==> config.mk <==
export PLATFORM = sky130hd
export DESIGN_NAME = jtexterm_obj_scan
export DESIGN_NICKNAME = d
export VERILOG_FILES = /design/src/rtl/jtexterm_obj_scan.sv
export SDC_FILE = /design/constraint.sdc
export NUM_CORES = 1
export LEC_CHECK = 0
export ABC_AREA = 1
export CAP_MARGIN = 20
export CORE_AREA = 5 5 103 105
export CTS_CLUSTER_SIZE = 16
export DETAILED_ROUTE_END_ITERATION = 10
export DIE_AREA = 0 0 108 110
export PLACE_DENSITY = 0.83
export SYNTH_ARGS = -nofsm -noshare
export SYNTH_HDL_FRONTEND = slang
export SYNTH_SLANG_ARGS = --single-unit
==> constraint.sdc <==
create_clock -name clk -period 7.9 [get_ports clk]
set_input_delay 1.975 -clock clk [delete_from_list [all_inputs] [get_ports clk]]
set_output_delay 1.975 -clock clk [all_outputs]
set_load 0.01 [all_outputs]
==> src/rtl/jtexterm_obj_scan.sv <==
// Per-line object scanner/drawer: walks the object table in VRAM, fetches 16x16 4bpp rows
// from ROM and writes opaque pixels into the line buffer. Optional macro: JTEXTERM_OBJ_ENDMARK_EN.
module jtexterm_obj_scan #(
  parameter logic [12:0] OBJ_BASE = 13'h1800,
  parameter int          OBJ_MAX  = 64
) (
  input  logic        clk,
  input  logic        rst,
  input  logic        hs,
  input  logic [8:0]  vdump,
  output logic [12:0] scan_addr,
  input  logic [7:0]  scan_dout,
  output logic        rom_cs,
  output logic [19:0] rom_addr,
  input  logic [31:0] rom_data,
  input  logic        rom_ok,
  output logic [8:0]  line_addr,
  output logic [8:0]  line_din,
  output logic        line_we,
  output logic        busy
);

  typedef enum logic [3:0] {
    IDLE, RD0, RD1, RD2, RD3, CHECK, FETCH, DRAW, NEXT
  } state_t;

  state_t      state, state_next;
  logic        hs_l;
  logic        hs_edge;
  logic [7:0]  n;
  logic [7:0]  obj_y, code_lo, attr, x_lo;
  logic [3:0]  ysub;
  logic        half;
  logic        fetch_first;
  logic [2:0]  p;
  logic [31:0] rom_word;

  logic        hflip;
  logic [3:0]  pal;
  logic [8:0]  obj_x;
  logic [9:0]  code;
  logic [8:0]  ydiff;
  logic        hit;
  logic        last_obj;
  logic        end_mark;
  logic [2:0]  nib_sel;
  logic [3:0]  pix;

  assign hs_edge  = hs & ~hs_l;
  assign hflip    = attr[3];
  assign pal      = attr[7:4];
  assign obj_x    = {attr[2], x_lo};
  assign code     = {attr[1:0], code_lo};
  assign ydiff    = vdump + 9'd1 - {1'b0, obj_y};
  assign hit      = (ydiff[8:4] == 5'd0);
  assign last_obj = (({1'b0, n} + 9'd1) == 9'(OBJ_MAX));
  // ~p is 7-p for a 3-bit index: leftmost pixel lives in the top nibble
  assign nib_sel  = hflip ? p : ~p;
  assign pix      = 4'(rom_word >> {nib_sel, 2'b00});
  assign busy     = (state != IDLE);

`ifdef JTEXTERM_OBJ_ENDMARK_EN
  assign end_mark = (obj_y == 8'hFF);
`else
  assign end_mark = 1'b0;
`endif

  always_ff @(posedge clk or posedge rst) begin
    if (rst) state <= IDLE;
    else     state <= state_next;
  end

  always_comb begin
    state_next = state;
    scan_addr  = 13'd0;
    rom_cs     = 1'b0;
    rom_addr   = 20'd0;
    line_addr  = 9'd0;
    line_din   = 9'd0;
    line_we    = 1'b0;
    case (state)
      IDLE: ;
      RD0: begin
        scan_addr  = OBJ_BASE + {3'd0, n, 2'd0};
        state_next = RD1;
      end
      RD1: begin
        scan_addr  = OBJ_BASE + {3'd0, n, 2'd1};
        state_next = RD2;
      end
      RD2: begin
        scan_addr  = OBJ_BASE + {3'd0, n, 2'd2};
        state_next = RD3;
      end
      RD3: begin
        scan_addr  = OBJ_BASE + {3'd0, n, 2'd3};
        state_next = CHECK;
      end
      CHECK: begin
        if (end_mark) state_next = IDLE;
        else if (hit) state_next = FETCH;
        else          state_next = NEXT;
      end
      FETCH: begin
        rom_cs   = 1'b1;
        rom_addr = {5'd0, code, ysub, half ^ hflip};
        // rom_ok may still be high from the previous address on the first cycle
        if (!fetch_first && rom_ok) state_next = DRAW;
      end
      DRAW: begin
        line_addr = obj_x + {5'd0, half, p};
        line_din  = {1'b0, pal, pix};
        line_we   = (pix != 4'd0);
        if (p == 3'd7) state_next = half ? NEXT : FETCH;
      end
      NEXT: begin
        state_next = last_obj ? IDLE : RD0;
      end
      default: state_next = IDLE;
    endcase
    // a new sync always wins, cutting off any write or fetch in flight
    if (hs_edge) begin
      state_next = RD0;
      rom_cs     = 1'b0;
      line_we    = 1'b0;
    end
  end

  always_ff @(posedge clk or posedge rst) begin
    if (rst) begin
      hs_l        <= 1'b0;
      n           <= 8'd0;
      obj_y       <= 8'd0;
      code_lo     <= 8'd0;
      attr        <= 8'd0;
      x_lo        <= 8'd0;
      ysub        <= 4'd0;
      half        <= 1'b0;
      fetch_first <= 1'b0;
      p           <= 3'd0;
      rom_word    <= 32'd0;
    end else begin
      hs_l        <= hs;
      fetch_first <= (state != FETCH);
      p           <= (state == DRAW) ? p + 3'd1 : 3'd0;
      case (state)
        RD1:   obj_y   <= scan_dout;
        RD2:   code_lo <= scan_dout;
        RD3:   attr    <= scan_dout;
        CHECK: begin
          x_lo <= scan_dout;
          ysub <= ydiff[3:0];
          half <= 1'b0;
        end
        FETCH: if (!fetch_first && rom_ok) rom_word <= rom_data;
        DRAW:  if (p == 3'd7) half <= 1'b1;
        NEXT:  n <= last_obj ? 8'd0 : n + 8'd1;
        default: ;
      endcase
      if (hs_edge || (state == CHECK && end_mark)) n <= 8'd0;
    end
  end

endmodule

==> PnR_summary.wiki, run 1 <==
{| class="wikitable"
! Metric !! Value
|-
| Result of the run || finished, final reports clean
|-
| Layout Area Growth over Synthesis || 24.44%
|-
| Critical path capture point type || output port
|-
| Cell count after synthesis || 590
|-
| Clock tree sinks || 86
|-
| Count leader, synth || nand2_1
|-
| Worst slew margin relative to its limit || 54.60%
|-
| Violation count after the first detailed-routing iteration || 260
|-
| Die extent in y || 110 um
|-
| Length in cells of the worst reg-to-reg path || 16
|-
| Max-cap violations || 0
|-
| Number of global-route vias before repair || 4267
|-
| Number of flip-flops and latches in the synthesized netlist || 86
|-
| Aggregate routed wire length || 11950 um
|-
| CP Class || in2out
|-
| Critical Path Source Type || primary input
|-
| Peak supply drop || 0.1566 mV
|-
| Post-detailed-route wirelength per cell || 14.49 um
|-
| Share of post-route cells with drive strength above 1 || 15.17%
|-
| Core area || 9549 um2
|-
| Total power density per cell area || 256.7 nW/um2
|-
| Achievable clock frequency || 183.1 MHz
|-
| Net count, final || 764
|-
| Share of the clock period used by the worst path after layout || 69.12%
|-
| Setup fix buffers added after clock tree synthesis || 0
|-
| Longest Clk Path Bufs || 2
|-
| Number of buffers and inverters on the critical path || 4
|-
| Diodes inserted || 0
|-
| Clock tree from TritonCTS || yes
|-
| CP Cell Sequence || clkdlybuf4s50_1 > inv_1 > nor2_4 > inv_2 > nand2_1 > nor2_1 > clkdlybuf4s50_1
|-
| Die width || 108 um
|-
| Cells on Worst Hold Path || 1
|-
| Post-Synthesis Mean Instance Area || 8.693 um2
|-
| Fraction of power consumed by sequential logic || 36.6%
|-
| Path type of the worst min-delay path || reg2reg
|-
| Instance count on the critical path || 7
|-
| Post-synth EDFFs || 0
|-
| Unrepaired setup endpoints after global routing || no
|-
| Post-route cell area || 6382 um2
|-
| Final std cells w/o fill || 825
|-
| # IOs || 107
|-
| Standard-cell rows || 36
|-
| Largest stage delay, worst path || 0.48 ns
|-
| Top cells by area, synth || dfrtp_1 42%, nand2_1 7.5%, mux2_4 5.9%
|-
| Number of buffers inserted for hold repair after clock tree synthesis || 0
|-
| Most common library cells after synthesis || 102 x nand2_1, 86 x dfrtp_1, 79 x inv_1, 66 x nor2_1, 41 x o21ai_0
|-
| Yosys top cell by area || dfrtp_1
|-
| Half-perimeter wire length after placement || 8989 um
|-
| Switch share || 42.07%
|-
| Family of cells with the greatest summed delay on the critical path || buffers and inverters
|-
| Initial antenna violation count || 0
|-
| Buffer cell driving the clock tree root || clkbuf_8
|-
| Remaining antenna violation count after routing || 0
|-
| Total clock buffers created by CTS || 9
|-
| Synth unique cells || 44
|-
| Post-Syn Area || 5129 um2
|-
| Crit-path max FO || 8
|-
| Port Buf Inserts || 99
|-
| Combinational group share of total power || 44.5%
|-
| CTS HTree Levels || 3
|-
| Pins Over Slew Limit || 0
|-
| Total routing resource utilization after global routing || 20.91%
|-
| Power share of the clock group || 19.0%
|-
| Placed Instances || 808
|-
| Net switching power || 0.6893 mW
|-
| First-pass detailed-route iteration total || 5
|-
| Count of unresolved DRC violations after routing || 0
|-
| Share of the synthesized area in the top cell type || 41.96%
|-
| Async S/R FF share, synth || 100.0%
|-
| Starting utilization of the core area || 53.71%
|-
| Worst clock skew || 0.01502 ns
|-
| Setup slack, reg-to-reg || 5.54 ns
|-
| Die ar. || 11880 um2
|-
| Total cell area at the placement stage || 6155 um2
|-
| Ys Warns || 0
|-
| Number of hold-slack violations in the final timing report || 0
|-
| Arrival @ worst endpoint || 3.49 ns
|-
| Internal power contribution || 0.9491 mW
|-
| Global-route wire length before repair || 19770 um
|-
| Critical path data required time || 5.93 ns
|-
| Number of setup violations in the final report || 0
|-
| Master of the slowest instance on the critical path || clkdlybuf4s50_1
|-
| Measured slew at the worst slew-check pin || 0.6802 ns
|-
| Most frequent cell on the critical path || clkdlybuf4s50_1
|-
| Vias post-DR || 4201
|-
| Leakage power figure || 3.170 nW
|-
| Per-cell via count in the routed design || 5.092
|-
| Final Worst Setup Slack || 2.439 ns
|-
| Total congestion overflow after global routing || 0
|-
| Clock-pin slew of the registers on the worst-case setup and hold paths || 0.09 ns
|-
| Setup TNS || 0 ns
|-
| Share of synthesized area occupied by flip-flops and latches || 41.96%
|-
| Post-cts repair resize count || 0
|-
| Most used flip-flop cell after synthesis || dfrtp_1
|-
| Later-pin clock latency in the skew report || 0.36 ns
|-
| Clock period minus final worst setup slack || 5.461 ns
|-
| Pin count of the biggest net entering global routing || 84
|-
| Final GP Congestion || 0.8985
|-
| Setup slack at placement || 2.461 ns
|}
[cells by family (layout without fill, tap and decap cells)]
group           after synthesis  after routing  share of synthesized area (%)
simple gates                237            237                          21.18
buf+inv                     114            210                          10.08
compound gates               93             93                          11.10
flops                        86             86                          41.96
mux                          28             28                          7.612
fa+ha+maj                    24             24                          6.148
xor+xnor                      7              7                          1.854
other cells                   1              7                        0.07312
[final cells by class]
class / count / area [um2]
clock inverter: 7 / 76.32
timing repair buffer: 101 / 1026
tap: 133 / 166.4
clock buffer: 9 / 123.9
inverter: 93 / 355.3
multi-input combinational: 396 / 2482
sequential: 86 / 2152
fill: 781 / 3167
[sequential cells by signal, summed over array words and instances (netlist names), 3 cells and up]
name and flops:
rom_word 32, attr 8, code_lo 8, n 8
obj_y 8, x_lo 8, state 4, ysub 4
p 3
[power groups by stage]
| stage | Sequential, mW | Combinational [mW] | Clock (mW) |
|---|---|---|---|
| floorplan | 0.581 | 0.568 | 0 |
| global placement | 0.602 | 0.694 | 0 |
| detailed placement | 0.607 | 0.723 | 0 |
| CTS | 0.599 | 0.729 | 0.317 |
| global route | 0.609 | 0.830 | 0.336 |
| finish | 0.599 | 0.729 | 0.311 |
[metal layers]
metal  vias to the layer above  GRT usage [%]  share of wire (%)
li1                       2068              -                  -
met1                      1977          26.80                 42
met2                       132          35.61                 51
met3                        24          4.368                5.3
met4                         0          6.853                1.6
met5                         -              0                  0
[per-stage QoR]
step                      total power [mW]  hold slack (ns)  utilization [%]
after floorplan                      1.148           0.4530                -
after global placement               1.296           0.4710            64.45
after detailed placement             1.329           0.4834            64.45
after CTS                            1.644           0.5056            66.55
after global routing                 1.775           0.5212            66.84
final                                1.638           0.5004            66.84
[cells in the final DEF, fill, tap and decap left out, drive strengths merged]
cell type      Yosys  routed
nand2            118     118
nor3               8       8
o22ai              3       3
inv               93      96
nor2              76      76
buf               16       2
o21ai             56      56
dfrtp             86      86
xor2               5       5
conb               1       7
o211ai             7       7
fa                 2       2
or2                4       4
a21oi             18      18
a211oi             1       1
mux2              28      28
o41ai              1       1
clkinv             0       4
clkbuf             5       9
a21boi             2       2
o21a               2       2
a31oi              2       2
clkdlybuf4s50      0      99
nand3             30      30
nor4               1       1
o31ai              1       1
xnor2              2       2
ha                22      22
[worst paths after layout]
check                                           endpoint                    start
worst max-delay path                             line_we                       hs
worst min register to register   rom_word[1]$_DFFE_PP0P_  rom_word[1]$_DFFE_PP0P_
worst min-delay path             rom_word[1]$_DFFE_PP0P_  rom_word[1]$_DFFE_PP0P_
max in group asynchronous       rom_word[14]$_DFFE_PP0P_                      rst
worst max register to register      state[1]$_DFFE_PP0P_     obj_y[1]$_DFFE_PP0P_
min in group asynchronous               n[2]$_DFFE_PP0P_                      rst
(Power assumes the default switching activity.)
==> inputs of run 2 (changes only) <==
Settings changed: CORE_AREA 5 5 103 105 to 5 5 106 108, DIE_AREA 0 0 108 110 to 0 0 111 113, PLACE_DENSITY 0.83 to 0.78.
Clock period 7.9 ns to 5.4 ns, I/O delays scaled along.
==> run 2 against run 1 <==
Against the previous run:
- final cell count rose by 0.24%
- clock skew increased by 0.0044 ns
- routed wire length about the same
- critical endpoint unchanged
- setup slack worse by 1.2 ns
- via count down 1.3%
- sequential power up 46%
- largest power group unchanged
- sequential share of layout area up 0.13 points
- combinational power is 45% higher
- clock power up 43%
==> PnR_summary.wiki, run 2 (synthesis results as in run 1) <==
{| class="wikitable"
! Metric !! Value
|-
| Clock tree from TritonCTS || yes
|-
| Path type of the worst min-delay path || reg2reg
|-
| Critical path data required time || 4.05 ns (-1.88 ns)
|-
| CP Class || in2out
|-
| Result of the run || finished, final reports clean
|-
| Measured slew at the worst slew-check pin || 0.7994 ns (+0.1192 ns)
|-
| Post-cts repair resize count || 0 (unchanged)
|-
| Violation count after the first detailed-routing iteration || 218 (-16%)
|-
| Max-cap violations || 0 (unchanged)
|-
| Leakage power figure || 3.157 nW (-0.41%)
|-
| Number of hold-slack violations in the final timing report || 0 (unchanged)
|-
| Critical Path Source Type || primary input
|-
| Placed Instances || 811 (+0.37%)
|-
| Die ar. || 12540 um2 (+5.6%)
|-
| Number of filler instances in the final layout || 846 (+8.3%)
|-
| Most frequent cells in the layout || 102 x nand2_1, 99 x clkdlybuf4s50_1, 86 x dfrtp_1, 78 x inv_1, 66 x nor2_1
|-
| Endpoint of the lowest-slack register-to-register path || state[1]$_DFFE_PP0P_
|-
| # IOs || 107 (unchanged)
|-
| Achievable clock frequency || 238.0 MHz
|-
| Setup fix buffers added after clock tree synthesis || 0 (unchanged)
|-
| First-pass detailed-route iteration total || 5 (unchanged)
|-
| Crit-path max FO || 8 (unchanged)
|-
| Aggregate routed wire length || 11960 um (about the same)
|-
| Leading cell type in the layout, fill and taps excluded || nand2_1
|-
| Total met3 wirelength after detailed routing || 693 um (+9.8%)
|-
| End point of the critical path || line_we
|-
| Worst slew margin relative to its limit || 46.64% (-8.0 points)
|-
| CTS HTree Levels || 3 (unchanged)
|-
| Number of flip-flops under the largest register name || 32 (unchanged)
|-
| Global-route wire length before repair || 19900 um (+0.66%)
|-
| Port Buf Inserts || 99 (unchanged)
|-
| Detailed-route wire length on metal 1 || 5234 um (+3.5%)
|-
| Final GP Congestion || 0.8455 (-5.9%)
|-
| Half-perimeter wire length after placement || 9102 um (+1.3%)
|-
| Number of setup violations in the final report || 0 (unchanged)
|-
| Longest Clk Path Bufs || 2 (unchanged)
|-
| Share of the clock period used by the worst path after layout || 77.80%
|-
| Buffer cell driving the clock tree root || clkbuf_8
|-
| Unrepaired setup endpoints after global routing || no
|-
| Vias post-DR || 4148 (-1.3%)
|-
| Total power density per cell area || 374.6 nW/um2 (+46%)
|-
| Final std cells w/o fill || 827 (+0.24%)
|-
| Clock period minus final worst setup slack || 4.201 ns
|-
| Clock-pin slew of the registers on the worst-case setup and hold paths || 0.11 ns (+0.02 ns)
|-
| Diodes inserted || 0 (unchanged)
|-
| Number of global-route vias before repair || 4215 (-1.2%)
|-
| Die extent in y || 113 um (+2.7%)
|-
| Critical path capture point type || output port
|-
| Peak supply drop || 0.1745 mV (+11%)
|-
| Final Worst Setup Slack || 1.199 ns (-1.240 ns)
|-
| Length in cells of the worst reg-to-reg path || 16 (unchanged)
|-
| Count of unresolved DRC violations after routing || 0 (unchanged)
|-
| Setup slack at placement || 1.190 ns (-1.271 ns)
|-
| Total clock buffers created by CTS || 9 (unchanged)
|-
| Per-cell via count in the routed design || 5.016 (-1.5%)
|-
| Clock tree sinks || 86 (unchanged)
|-
| Setup TNS || 0 ns (unchanged)
|-
| Total routing resource utilization after global routing || 19.38% (-1.5 points)
|-
| Layout Area Growth over Synthesis || 23.98%
|-
| Later-pin clock latency in the skew report || 0.37 ns (about the same)
|-
| Starting utilization of the core area || 50.59% (-3.1 points)
|-
| Die width || 111 um (+2.8%)
|-
| Remaining antenna violation count after routing || 0 (unchanged)
|-
| Post-detailed-route wirelength per cell || 14.46 um (-0.20%)
|-
| Setup slack, reg-to-reg || 3.05 ns (-2.49 ns)
|-
| Share of post-route cells with drive strength above 1 || 15.05% (-0.12 points)
|-
| Highest metal layer with signal wires || met4
|-
| Pin count of the biggest net entering global routing || 47 (-44%)
|-
| Number of buffers inserted for hold repair after clock tree synthesis || 0 (unchanged)
|-
| Pins Over Slew Limit || 0 (unchanged)
|-
| Crit Reg-Reg Startpoint || obj_y[1]$_DFFE_PP0P_
|-
| Arrival @ worst endpoint || 2.85 ns (-0.64 ns)
|-
| Register with the most flip-flops || rom_word
|-
| Total met2 wirelength after detailed routing || 5736 um (-5.6%)
|-
| Net count, final || 763 (-0.13%)
|-
| Initial antenna violation count || 0 (unchanged)
|-
| Worst clock skew || 0.01943 ns (+0.004414 ns)
|-
| Standard-cell rows || 37 (+2.8%)
|-
| Final core utilization || 62.72% (-4.1 points)
|-
| Core area || 10140 um2 (+6.2%)
|-
| Total congestion overflow after global routing || 0 (unchanged)
|-
| Worst setup path startpoint || hs
|}
## run 2: cell types whose count changed in the layout (fill, tap and decap cells not counted), sizes merged
cell	previous run	this run
clkinv	4	5
buf	2	1
inv	96	95
## run 2: final cells by class
cell class              count  area [um2]  share of cell area [%]
inverters                  93       355.3                   5.588
flip-flops and latches     86        2152                   33.84
clock inverters             7       76.32                   1.200
clock buffers               9       123.9                   1.948
repair buffers            100       998.5                   15.70
well taps                 136       170.2                   2.676
multi-input cells         396        2482                   39.04
## run 2: report_power, final
| group | internal (mW) | switching (mW) |
|---|---|---|
| registers | 0.787 | 0.0880 |
| logic | 0.414 | 0.646 |
| clock network | 0.183 | 0.263 |
## run 2: worst max-delay path, cell delays in order
cell,delay [ns]
clkdlybuf4s50_1,0.48
inv_1,0.07
nor2_4,0.20
inv_2,0.13
nand2_1,0.09
nor2_1,0.05
clkdlybuf4s50_1,0.48
## run 2: through the flow
step | power, mW | area (um2) | hold WS [ns]
2_1_floorplan | 1.680 | 5151 | 0.4530
3_3_place_gp | 1.902 | 6158 | 0.4699
3_5_place_dp | 1.947 | 6158 | 0.4794
4_1_cts | 2.401 | 6359 | 0.5065
5_1_grt | 2.589 | 6359 | 0.5252
6_report | 2.382 | 6359 | 0.4980
## run 2: metal layers
layer  up-vias  track usage (%)
li1       2060                -
met1      1928            24.80
met2       132            32.28
met3        28            4.599
met4         0            6.979
met5         -                0
## run 2: worst min-delay path by stage
stage                                   from                       end  slack (ns)  cells past startpoint
finish                   ysub[2]$_DFFE_PP0P_       ysub[2]$_DFFE_PP0P_        0.50                      2
global route        rom_word[30]$_DFFE_PP0P_  rom_word[30]$_DFFE_PP0P_        0.53                      1
CTS                      ysub[2]$_DFFE_PP0P_       ysub[2]$_DFFE_PP0P_        0.51                      2
detailed placement       ysub[2]$_DFFE_PP0P_       ysub[2]$_DFFE_PP0P_        0.48                      2
global placement        obj_y[2]$_DFFE_PP0P_      obj_y[2]$_DFFE_PP0P_        0.47                      2
floorplan               obj_y[0]$_DFFE_PP0P_      obj_y[0]$_DFFE_PP0P_        0.45                      2
==> inputs of run 3 (changes only) <==
Clock period 5.4 ns to 4.2 ns, I/O delays scaled along.
==> run 3 against run 2 <==
Against the previous run:
- clock skew fell by 0.0087 ns
- critical path type is now reg2out
- clock-buffer cell count rose by 1
- highest routed layer unchanged
- via count rose by 0.75%
- critical path depth rose by 3
==> PnR_summary.wiki, run 3 (synthesis results as in run 1) <==
{| class="wikitable"
! Metric !! Value
|-
| Total clock buffers created by CTS || 9 (unchanged)
|-
| CTS HTree Levels || 3 (unchanged)
|-
| Length in cells of the worst reg-to-reg path || 16 (unchanged)
|-
| Share of the clock period used by the worst path after layout || 91.45%
|-
| Later-pin clock latency in the skew report || 0.37 ns (about the same)
|-
| Core area || 10140 um2 (unchanged)
|-
| Pin count of the biggest net entering global routing || 62 (+32%)
|-
| Number of flip-flops under the largest register name || 32 (unchanged)
|-
| Critical Path Source Type || flip-flop
|-
| Post-cts repair resize count || 0 (unchanged)
|-
| First-pass detailed-route iteration total || 5 (unchanged)
|-
| Setup fix buffers added after clock tree synthesis || 0 (unchanged)
|-
| Net count, final || 763 (unchanged)
|-
| Achievable clock frequency || 260.3 MHz
|-
| Start point of the worst hold path || obj_y[0]$_DFFE_PP0P_
|-
| Pins Over Slew Limit || 0 (unchanged)
|-
| Number of global-route vias before repair || 4212 (-0.071%)
|-
| Final Worst Setup Slack || 0.3589 ns (-0.8400 ns)
|-
| Worst min-delay path endpoint || obj_y[0]$_DFFE_PP0P_
|-
| Leakage power figure || 3.158 nW (about the same)
|-
| Violation count after the first detailed-routing iteration || 179 (-18%)
|-
| Longest Clk Path Bufs || 2 (unchanged)
|-
| Crit-path max FO || 6 (-2)
|-
| Clock period minus final worst setup slack || 3.841 ns
|-
| Max-cap violations || 0 (unchanged)
|-
| Count of unresolved DRC violations after routing || 0 (unchanged)
|-
| Port Buf Inserts || 99 (unchanged)
|-
| Half-perimeter wire length after placement || 9083 um (-0.21%)
|-
| Clock-pin slew of the registers on the worst-case setup and hold paths || 0.09 ns (-0.02 ns)
|-
| Result of the run || finished, final reports clean
|-
| Clock tree sinks || 86 (unchanged)
|-
| Starting utilization of the core area || 50.59% (unchanged)
|-
| Share of post-route cells with drive strength above 1 || 15.05% (unchanged)
|-
| Setup slack, reg-to-reg || 1.82 ns (-1.23 ns)
|-
| Critical path data required time || 3.15 ns (-0.90 ns)
|-
| Number of buffers and inverters on the critical path || 1 (-3)
|-
| Post-detailed-route wirelength per cell || 14.61 um (+1.0%)
|-
| Die width || 111 um (unchanged)
|-
| Aggregate routed wire length || 12080 um (+1.0%)
|-
| Register with the most flip-flops || rom_word
|-
| CP Class || reg2out
|-
| Number of buffers inserted for hold repair after clock tree synthesis || 0 (unchanged)
|-
| Global-route wire length before repair || 20240 um (+1.7%)
|-
| Initial antenna violation count || 0 (unchanged)
|-
| Remaining antenna violation count after routing || 0 (unchanged)
|-
| Path type of the worst min-delay path || reg2reg
|-
| Master of the slowest instance on the critical path || clkdlybuf4s50_1
|-
| Crit Reg-Reg Startpoint || obj_y[1]$_DFFE_PP0P_
|-
| Diodes inserted || 0 (unchanged)
|-
| Number of setup violations in the final report || 0 (unchanged)
|-
| Number of hold-slack violations in the final timing report || 0 (unchanged)
|-
| Arrival @ worst endpoint || 2.79 ns (-0.06 ns)
|-
| Largest stage delay, worst path || 0.60 ns (+0.12 ns)
|-
| Most frequent cells in the layout || 102 x nand2_1, 99 x clkdlybuf4s50_1, 86 x dfrtp_1, 78 x inv_1, 66 x nor2_1
|-
| Setup slack at placement || 0.5689 ns (-0.6215 ns)
|-
| Standard-cell rows || 37 (unchanged)
|-
| Total power density per cell area || 487.4 nW/um2 (+30%)
|-
| # IOs || 107 (unchanged)
|-
| CP Cell Sequence || ha_1 > fa_1 > nand3_1 > nand2_1 > nand2_1 > nor2_1 > nand2_1 > nor3_1 > nor3_1 > clkdlybuf4s50_1
|-
| Worst clock skew || 0.01072 ns (-0.008709 ns)
|-
| Family of cells with the greatest summed delay on the critical path || simple AND/OR/NAND/NOR gates
|-
| Buffer cell driving the clock tree root || clkbuf_8
|-
| Unrepaired setup endpoints after global routing || no
|-
| Worst slew margin relative to its limit || 54.57% (+7.9 points)
|-
| Measured slew at the worst slew-check pin || 0.6807 ns (-0.1187 ns)
|-
| Setup TNS || 0 ns (unchanged)
|-
| Leading cell type in the layout, fill and taps excluded || nand2_1
|-
| Cells on Worst Hold Path || 2 (unchanged)
|-
| Die ar. || 12540 um2 (unchanged)
|-
| Endpoint of the lowest-slack register-to-register path || state[2]$_DFFE_PP0P_
|-
| Critical path capture point type || output port
|-
| Clock tree from TritonCTS || yes
|-
| Per-cell via count in the routed design || 5.053 (+0.75%)
|-
| Final GP Congestion || 0.8400 (-0.65%)
|-
| Vias post-DR || 4179 (+0.75%)
|-
| Total routing resource utilization after global routing || 19.80% (+0.42 points)
|-
| Most frequent cell on the critical path || nand2_1
|-
| Layout Area Growth over Synthesis || 24.32%
|-
| Total congestion overflow after global routing || 0 (unchanged)
|-
| Die extent in y || 113 um (unchanged)
|-
| Peak supply drop || 0.2681 mV (+54%)
|}
==> run 3: cell count changes in the layout (fill, tap and decap cells not counted) <==
cell / before / now
clkinvlp_4: 0 / 2
clkinv_8: 1 / 0
buf_12: 0 / 1
inv_8: 3 / 0
bufinv_16: 0 / 1
inv_6: 1 / 3
clkbuf_8: 9 / 10
buf_4: 1 / 0
clkinv_4: 3 / 0
clkinv_2: 1 / 2
==> run 3: tightest hold or removal path, delay by kind of cell (launching register included) <==
kind	cells	cell delay [ns]
AND/OR/NAND/NOR	1	0.05
AO/OA/AOI/OAI	1	0.06
flip-flops	1	0.35
==> run 3: metrics by stage <==
stage / instances / util (%) / hold slack [ns] / cell area (um2) / power [mW]
2_1_floorplan: 596 / - / 0.4530 / 5151 / 2.160
3_3_place_gp: 811 / 60.87 / 0.4704 / 6171 / 2.450
3_5_place_dp: 811 / 60.87 / 0.4789 / 6171 / 2.503
4_1_cts: 827 / 62.89 / 0.5019 / 6376 / 3.125
5_1_grt: 827 / 62.89 / 0.5311 / 6376 / 3.367
6_report: 827 / 62.89 / 0.4942 / 6376 / 3.107
==> run 3: how the worst max path moves through the flow <==
stage | start | endpoint | slack (ns) | cells past startpoint
2_1_floorplan | rst | attr[0]$_DFFE_PP0P_ | 0.93 | 1
3_3_place_gp | hs | line_we | 0.63 | 7
3_5_place_dp | hs | line_we | 0.57 | 7
4_1_cts | p[0]$_DFF_PP0_ | line_addr[8] | 0.35 | 10
5_1_grt | p[0]$_DFF_PP0_ | line_addr[8] | 0.19 | 11
6_report | p[0]$_DFF_PP0_ | line_addr[8] | 0.36 | 10
==> run 3: report_power, final <==
| group | internal [mW] | switching (mW) | leakage, nW |
|---|---|---|---|
| Clock | 0.294 | 0.320 | 0.0993 |
| Combinational | 0.534 | 0.833 | 1.98 |
| Sequential | 1.01 | 0.113 | 1.08 |
| Total | 1.84 | 1.27 | 3.16 |
==> run 3: cell type report <==
cell class	instances	area (um2)
multi-input combinational	396	2482
clock inverter	6	67.56
timing repair buffer	100	1011
fill	840	3762
tap	136	170.2
sequential	86	2152
inverter	93	355.3
clock buffer	10	137.6
==> run 3: layer usage <==
metal	routed length [um]	track usage, %	share of wire (%)	vias to the layer above
li1	-	-	-	2056
met2	5920	33.25	49	98
met5	0	0	0	-
met4	174	5.501	1.4	0
met3	512	4.706	4.2	14
met1	5474	25.76	45	2011
